### src/rtl/pla_cube_engine.sv
// Run-time programmable two-level PLA (AND-plane of cubes, OR-plane of outputs)
// with a two-stage valid/ready pipeline and a saturating hit counter.
module pla_cube_engine #(
  parameter int N_IN    = 12,
  parameter int N_CUBES = 8,
  parameter int N_OUT   = 1,
  parameter int CNT_W   = 16,
  localparam int AW     = (N_CUBES > 1) ? $clog2(N_CUBES) : 1
) (
  input  logic               clk,
  input  logic               rst_n,
  input  logic               cfg_we,
  input  logic [AW-1:0]      cfg_addr,
  input  logic               cfg_en,
  input  logic [N_IN-1:0]    cfg_care,
  input  logic [N_IN-1:0]    cfg_val,
  input  logic [N_OUT-1:0]   cfg_out,
  input  logic               in_valid,
  output logic               in_ready,
  input  logic [N_IN-1:0]    in_x,
  output logic               out_valid,
  input  logic               out_ready,
  output logic [N_OUT-1:0]   out_y,
  input  logic               cnt_clr,
  output logic [CNT_W-1:0]   hit_cnt
);

  logic [N_CUBES-1:0] en_q;
  logic [N_IN-1:0]    care_q [N_CUBES];
  logic [N_IN-1:0]    val_q  [N_CUBES];
  logic [N_OUT-1:0]   out_q  [N_CUBES];

  logic [N_CUBES-1:0] match_d;
  logic [N_CUBES-1:0] s1_match_q;
  logic               s1_valid_q;
  logic [N_OUT-1:0]   y_d;
  logic [N_OUT-1:0]   s2_y_q;
  logic               s2_valid_q;
  logic [CNT_W-1:0]   hit_cnt_q;
  logic [CNT_W-1:0]   hit_cnt_d;

  logic s1_adv;
  logic s2_adv;

  always_ff @(posedge clk or negedge rst_n) begin
    if (!rst_n) begin
      en_q <= '0;
      for (int c = 0; c < N_CUBES; c++) begin
        care_q[c] <= '0;
        val_q[c]  <= '0;
        out_q[c]  <= '0;
      end
    end else if (cfg_we) begin
      en_q[cfg_addr]   <= cfg_en;
      care_q[cfg_addr] <= cfg_care;
      val_q[cfg_addr]  <= cfg_val;
      out_q[cfg_addr]  <= cfg_out;
    end
  end

  always_comb begin
    match_d = '0;
    for (int c = 0; c < N_CUBES; c++) begin
      match_d[c] = en_q[c] & ~|((in_x ^ val_q[c]) & care_q[c]);
    end
  end

  always_comb begin
    y_d = '0;
    for (int c = 0; c < N_CUBES; c++) begin
      if (s1_match_q[c]) y_d = y_d | out_q[c];
    end
  end

  // Each stage may load whenever the stage ahead of it is empty or draining.
  assign s2_adv   = ~s2_valid_q | out_ready;
  assign s1_adv   = ~s1_valid_q | s2_adv;
  assign in_ready = s1_adv;

  always_ff @(posedge clk or negedge rst_n) begin
    if (!rst_n) begin
      s1_valid_q <= 1'b0;
      s1_match_q <= '0;
    end else if (s1_adv) begin
      s1_valid_q <= in_valid;
      if (in_valid) s1_match_q <= match_d;
    end
  end

  always_ff @(posedge clk or negedge rst_n) begin
    if (!rst_n) begin
      s2_valid_q <= 1'b0;
      s2_y_q     <= '0;
    end else if (s2_adv) begin
      s2_valid_q <= s1_valid_q;
      if (s1_valid_q) s2_y_q <= y_d;
    end
  end

  always_comb begin
    hit_cnt_d = hit_cnt_q;
    if (cnt_clr) begin
      hit_cnt_d = '0;
    end else if (s2_valid_q && out_ready && (|s2_y_q) && (hit_cnt_q != {CNT_W{1'b1}})) begin
      hit_cnt_d = hit_cnt_q + CNT_W'(1);
    end
  end

  always_ff @(posedge clk or negedge rst_n) begin
    if (!rst_n) hit_cnt_q <= '0;
    else        hit_cnt_q <= hit_cnt_d;
  end

  assign out_valid = s2_valid_q;
  assign out_y     = s2_y_q;
  assign hit_cnt   = hit_cnt_q;

endmodule

### config.mk
export PLATFORM = sky130hd
export DESIGN_NAME = pla_cube_engine
export DESIGN_NICKNAME = d
export VERILOG_FILES = /design/src/rtl/pla_cube_engine.sv
export SDC_FILE = /design/constraint.sdc
export NUM_CORES = 1
export LEC_CHECK = 0
export BUFFER_PORTS_ARGS = -buffer_cell sky130_fd_sc_hd__buf_2
export CORE_MARGIN = 2
export CORE_UTILIZATION = 60
export DETAILED_ROUTE_END_ITERATION = 12
export HOLD_SLACK_MARGIN = 0.15
export PLACE_DENSITY_LB_ADDON = 0.1
export SYNTH_ARGS = -nofsm -noshare
export SYNTH_HDL_FRONTEND = slang
export SYNTH_SLANG_ARGS = --single-unit
### constraint.sdc
create_clock -name clk -period 2 [get_ports clk]
set_input_delay 0.2 -clock clk [delete_from_list [all_inputs] [get_ports clk]]
set_output_delay 0.2 -clock clk [all_outputs]
set_load 0.01 [all_outputs]
Yosys cells after proc, flatten, opt, wreduce, memory -nomap -nowiden

Cells that the tools add are included.

ROM bits: 0
Register bits after elaboration: 235
Word-level logic and storage cells: 116
Input port bits: 47
Memories: 0
Memory bits (writable): 0
Latch bits: 0
Output and inout bits: 19

Bitwise operators: 36
Add/sub/neg operators: 1
Shift operators: 0
Magnitude comparators: 4
Mux-type cells: 20
Div/mod/pow operators: 0
Equality and inequality tests: 1
Reduce and logical (&&, ||, !) cells: 24
Multiply operators: 0

Operators with widths:

| cell                    | number |
|---|---|
| $bwmux W96              | 2 |
| $and A12 B12 Y12        | 8 |
| $reduce_or A12 Y1       | 8 |
| $xor A12 B12 Y12        | 8 |
| $demux W12 S3           | 1 |
| $mux W16                | 2 |
| $add A16 B1 Y16 const B | 1 |
| $bwmux W8               | 2 |
| $ne A16 B16 Y1 const B  | 1 |
| $mux W12                | 1 |
| $mux W1                 | 10 |
| $or A1 B1 Y1            | 9 |
| $and A1 B1 Y1           | 8 |
| $logic_not A1 Y1        | 8 |
| $demux W1 S3            | 2 |
| $logic_and A1 B1 Y1     | 5 |
| $ge A4 B4 Y1 const B    | 1 |
| $lt A3 B4 Y1 const B    | 1 |
| $lt A4 B1 Y1 const B    | 1 |
| $not A3 Y4              | 1 |
| $reduce_and A2 Y1       | 2 |
| $ge A3 B1 Y1 const B    | 1 |
| $not A1 Y1              | 2 |
| $reduce_bool A2 Y1      | 1 |

Depth between registers and ports, before layout

Depth in word-level cells: 15
Gate-level depth with buffers: 5
Mapped depth without buffers: 5

Least setup slack after synthesis

OpenSTA, ideal clock, no wires.

Kind: reg-to-reg
Start point: register hit_cnt_q[3], in the netlist hit_cnt[3]
End point: register hit_cnt_q[4], in the netlist hit_cnt[4]
Arrival: 1.574 ns
Path slack: 0.301 ns
Stages on the path, launching flop included: 6
Buffers on the path: 1
Clock period less this slack: 1.699 ns
Required time: 1.875 ns
Setup time: 0.125 ns
Cell sequence: dfrtp_1 and4_2 and2_2 buf_2 a211oi_1 mux2_2

Word-level cells in the longest chain between the ends: 3
Elaborated cells between the ends (all ways): 6
Those cells by class: 1 x add/sub; 1 x eq/ne; 2 x mux; 2 x reduce/logical

RTL lines:

| item                                                     | RTL line | text |
|---|---|---|
| start, declared                                          | 39       | `logic [CNT_W-1:0] hit_cnt_q;` |
| start signal, assigned                                   | 111      | `else hit_cnt_q <= hit_cnt_d;` |
| $add A16 B1 Y16 / $ne A16 B16 Y1 (equally long branches) | 105, 104 |  |
| $mux W16 / $logic_and A1 B1 Y1 (equally long branches)   | 104      | `end else if (s2_valid_q && out_ready && (\|s2_y_q) && (hit_cnt_q != {CNT_W{1'b1}})) begin` |
| $mux W16 / $reduce_bool A2 Y1 (equally long branches)    | -        |  |

Several ways; a longest one is shown, not always the timed one. The select of a mux whose other input is x is not followed.
A chain may end at the register's enable or synchronous reset.

Worst setup path after layout

Start point: register s2_valid_q, in the netlist out_valid
End point: register hit_cnt_q[10], in the netlist hit_cnt[10]

Word-level cells in the longest chain between the ends: 4

RTL lines:

| item                                | RTL line | text |
|---|---|---|
| start, declared                     | 38       | `logic s2_valid_q;` |
| start signal, assigned              | 95       | `s2_valid_q <= s1_valid_q;` |
| $logic_and A1 B1 Y1 (3 in a row)    | 104      |  |
| $reduce_bool A2 Y1 (no source line) | -        |  |

Every way passes these cells.

==> impl_metrics.yaml <==
power:
  p_leak_nw: 5.50
  swShare_pct: 26.7
  peakVddDrop_v: 0.000859
  p_comb_share_pct: 18.0
  netSwitchingPower_mw: 3.49
  power_density_mw_per_mm2: 1060
  power_frac_clock_pct: 33.7
  intPower_mw: 9.57
  seq_power_share_pct: 48.3
placement:
  place_ws_ns: 0.227
  io_buffers: 65
  placed_cell_area_mm2: 0.0112
  gp_congestion: 0.843
  hpwl_mm: 16.0
logic_synthesis:
  yosys.area_share.xor_xnor_pct: 7.94
  async_flop_share_pct: 100
  synth_compound_area_share_pct: 4.79
  syn_avg_cell_area_um2: 13.9
  synth.area.top_cells: "dfrtp_1 56%, mux2_2 23%, xor2_1 7.9%"
  synth_area_mm2: 0.0106
  synth-warning-count: 0
  postSynthCellCount: 760
  synth_common_cells: "235 x dfrtp_1, 217 x mux2_2, 96 x xor2_1"
  synthSimpleGateAreaFrac_pct: 6.16
  synth_fa_ha_area_share_pct: 0.118
  synth.area.mux_share_pct: 23.4
  synth_fp_nets: 808
  synth.distinct_cells: 48
  ys_seq_elements: 235
  synth_top_area_share_pct: 55.6
  synth_top_family_by_area: "multiplexers"
  synth_ff_type: "dfrtp_1"
  yosysSeqAreaShare_pct: 55.6
  synth_edf_count: 0
  yosysTopAreaCell: "dfrtp_1"
  synth.most_common_cell: "dfrtp_1"
worst_setup_path:
  setup.worst_path.class: "reg -> reg"
  cp_max_fo: 9
  crit_start: "out_valid"
  crit_path_start_kind: "flop"
  critPathArrivalTime_ns: 2.20
  reg2reg_from: "out_valid"
  cp.required_ns: 2.40
  cp-end-kind: "flop"
routing:
  wl_mm: 24.0
  routedWlPerCell_um: 21.8
  vias_per_cell: 5.91
  drt_iter0_drc: 370
  vias: 6510
  drtPass1Iterations: 5
  route.detailed.drc: 0
  ant_nets: 0
run_status:
  status: "completed"
clock_network:
  postCtsSetupBuffers: 0
  clockBufferDepth: 3
  ctsResizeCount: 0
  cts_root_buffer: "clkbuf_16"
  cts_tree: "yes"
  ctsHtreeMaxLevel: 1
  clock_sink_count: 235
  insertion_delay_ns: 0.52
  cts_buffers: 24
  clk_pin_slew_ns: 0.06
sta:
  tns_ns: 0
  fmax_ghz: 0.555
  setup-violations-final: 0
  fin_crit_ns: 1.80
  period_share_pct: 90.0
  rsz0062_at_grt: "false"
  finalHoldViolations: 0
  finClkSkew_ns: 0.0157
  slew_headroom_pct: 54.4
  setup_ws_ns: 0.199
  tightest_slew_ns: 0.684
  final_max_slew_viol_count: 0
global_route:
  overflow: 0
  grt_antenna_before_repair: 0
  first_global_vias: 6849
  track_usage_pct: 27.3
  grt_pass1_wl_mm: 38.2
  grt_max_degree: 59
floorplan:
  ios: 66
  start_util_pct: 61.2
  coreArea_mm2: 0.0173
  dieArea_mm2: 0.0187
  die_w_um: 137
  num_rows: 48
  die-height_um: 137
layout:
  layout.nets: 908
  multi_input_area_mm2: 0.00449
  syn2layout_area_growth_pct: 16.5
  fillers: 1198
  layout-drive-gt1-share_pct: 40.0
  seqCellArea_mm2: 0.00588
  finish.utilization_pct: 71.3
  diodes: 0
  design_area_mm2: 0.0123
run:
  max_cap_violations: 0
hold_path:
  hp-class: "in -> async"
==> worst max-delay path, cell delays in order (launching register included) <==
cell and delay, ns:
dfrtp_1 0.38, and3_2 0.28, nand3_1 0.27, nor4_1 0.39, mux2_2 0.37
==> metal layers <==
layer,global-route usage (%),share of wire [%],vias to the layer above
met3,4.48,4.2,35
met2,47.2,50,138
met1,36.2,44,3398
met5,0,0,-
met4,6.64,2.2,0
li1,-,-,2939
==> layout make-up <==
| class | count | area share (%) |
|---|---|---|
| flip-flops and latches | 235 | 47.7 |
| clock buffers | 37 | 5.83 |
| inverters | 2 | 0.0609 |
| well taps | 225 | 2.28 |
| repair buffers | 111 | 7.16 |
| clock inverters | 6 | 0.558 |
| multi-input cells | 486 | 36.4 |
==> power by group through the flow <==
stage | clock network [mW] | registers (mW) | logic, mW
global route | 4.67 | 6.41 | 2.56
detailed placement | 0 | 6.37 | 2.29
CTS | 4.47 | 6.30 | 2.36
global placement | 0 | 6.30 | 2.21
finish | 4.40 | 6.30 | 2.35
floorplan | 0 | 6.21 | 1.57
==> flip-flops by register name, indices dropped and copies added, names as in the netlist <==
signal / flops
out_y: 1
val_q: 96
care_q: 96
out_q: 8
out_valid: 1
en_q: 8
s1_match_q: 8
hit_cnt: 16
s1_valid_q: 1
==> path summary, 6_finish.rpt <==
| check | endpoint | depth (start not counted) | slack (ns) |
|---|---|---|---|
| setup / recovery | hit_cnt[10] | 4 | 0.20 |
| hold / removal | hit_cnt[11] | 2 | 0.20 |
| setup reg to reg | hit_cnt[10] | 4 | 0.20 |
| hold reg to reg | care_q[41] | 1 | 0.49 |
| max in group asynchronous | care_q[26] | 3 | 1.03 |
| min in group clk | s1_match_q[4] | 5 | 0.31 |
==> cell usage in the layout (no fill, tap or decap), types with 3 or more instances in the layout <==
cell,synthesis,final
a211oi_1,3,3
a21oi_1,5,5
a222oi_1,8,8
a22oi_1,32,32
buf_12,0,10
buf_2,17,64
buf_4,5,5
clkbuf_1,11,6
clkbuf_16,0,24
clkbuf_8,0,7
clkinv_2,0,3
dfrtp_1,235,235
dlygate4sd3_1,0,31
mux2_2,217,217
nand2_1,22,22
nand2b_1,5,5
nand3_1,12,12
nand4_1,9,9
nand4b_2,3,3
nor2_1,12,12
nor2b_1,10,10
nor3_1,3,3
nor3_4,2,3
nor4_1,7,7
o31ai_1,8,8
xor2_1,96,96
==> kinds of logic (layout without fill, tap and decap cells) <==
logic type                 count (synthesis)  in the layout
DFF                                      235            235
adders and majority gates                  1              1
muxes                                    220            220
AOI/OAI and AO/OA                         66             66
buffers and inverters                     39            156
and+or+nand+nor                          103            103
xor gates and xnor gates                  96             96
==> stage by stage <==
step                std cells  total power [mW]  hold WS (ns)
floorplan                 760              7.78       -0.0956
global route             1102              13.6         0.252
finish                   1102              13.1         0.202
CTS                      1102              13.1         0.224
global placement         1028              8.51         0.167
detailed placement       1028              8.66         0.175
==> timing repair <==
action,4_1_cts,5_1_grt
setup endpoints to repair,0,0
hold endpoints to repair,447,0
hold buffers,31,0
Power figures use the tool's default switching activity.
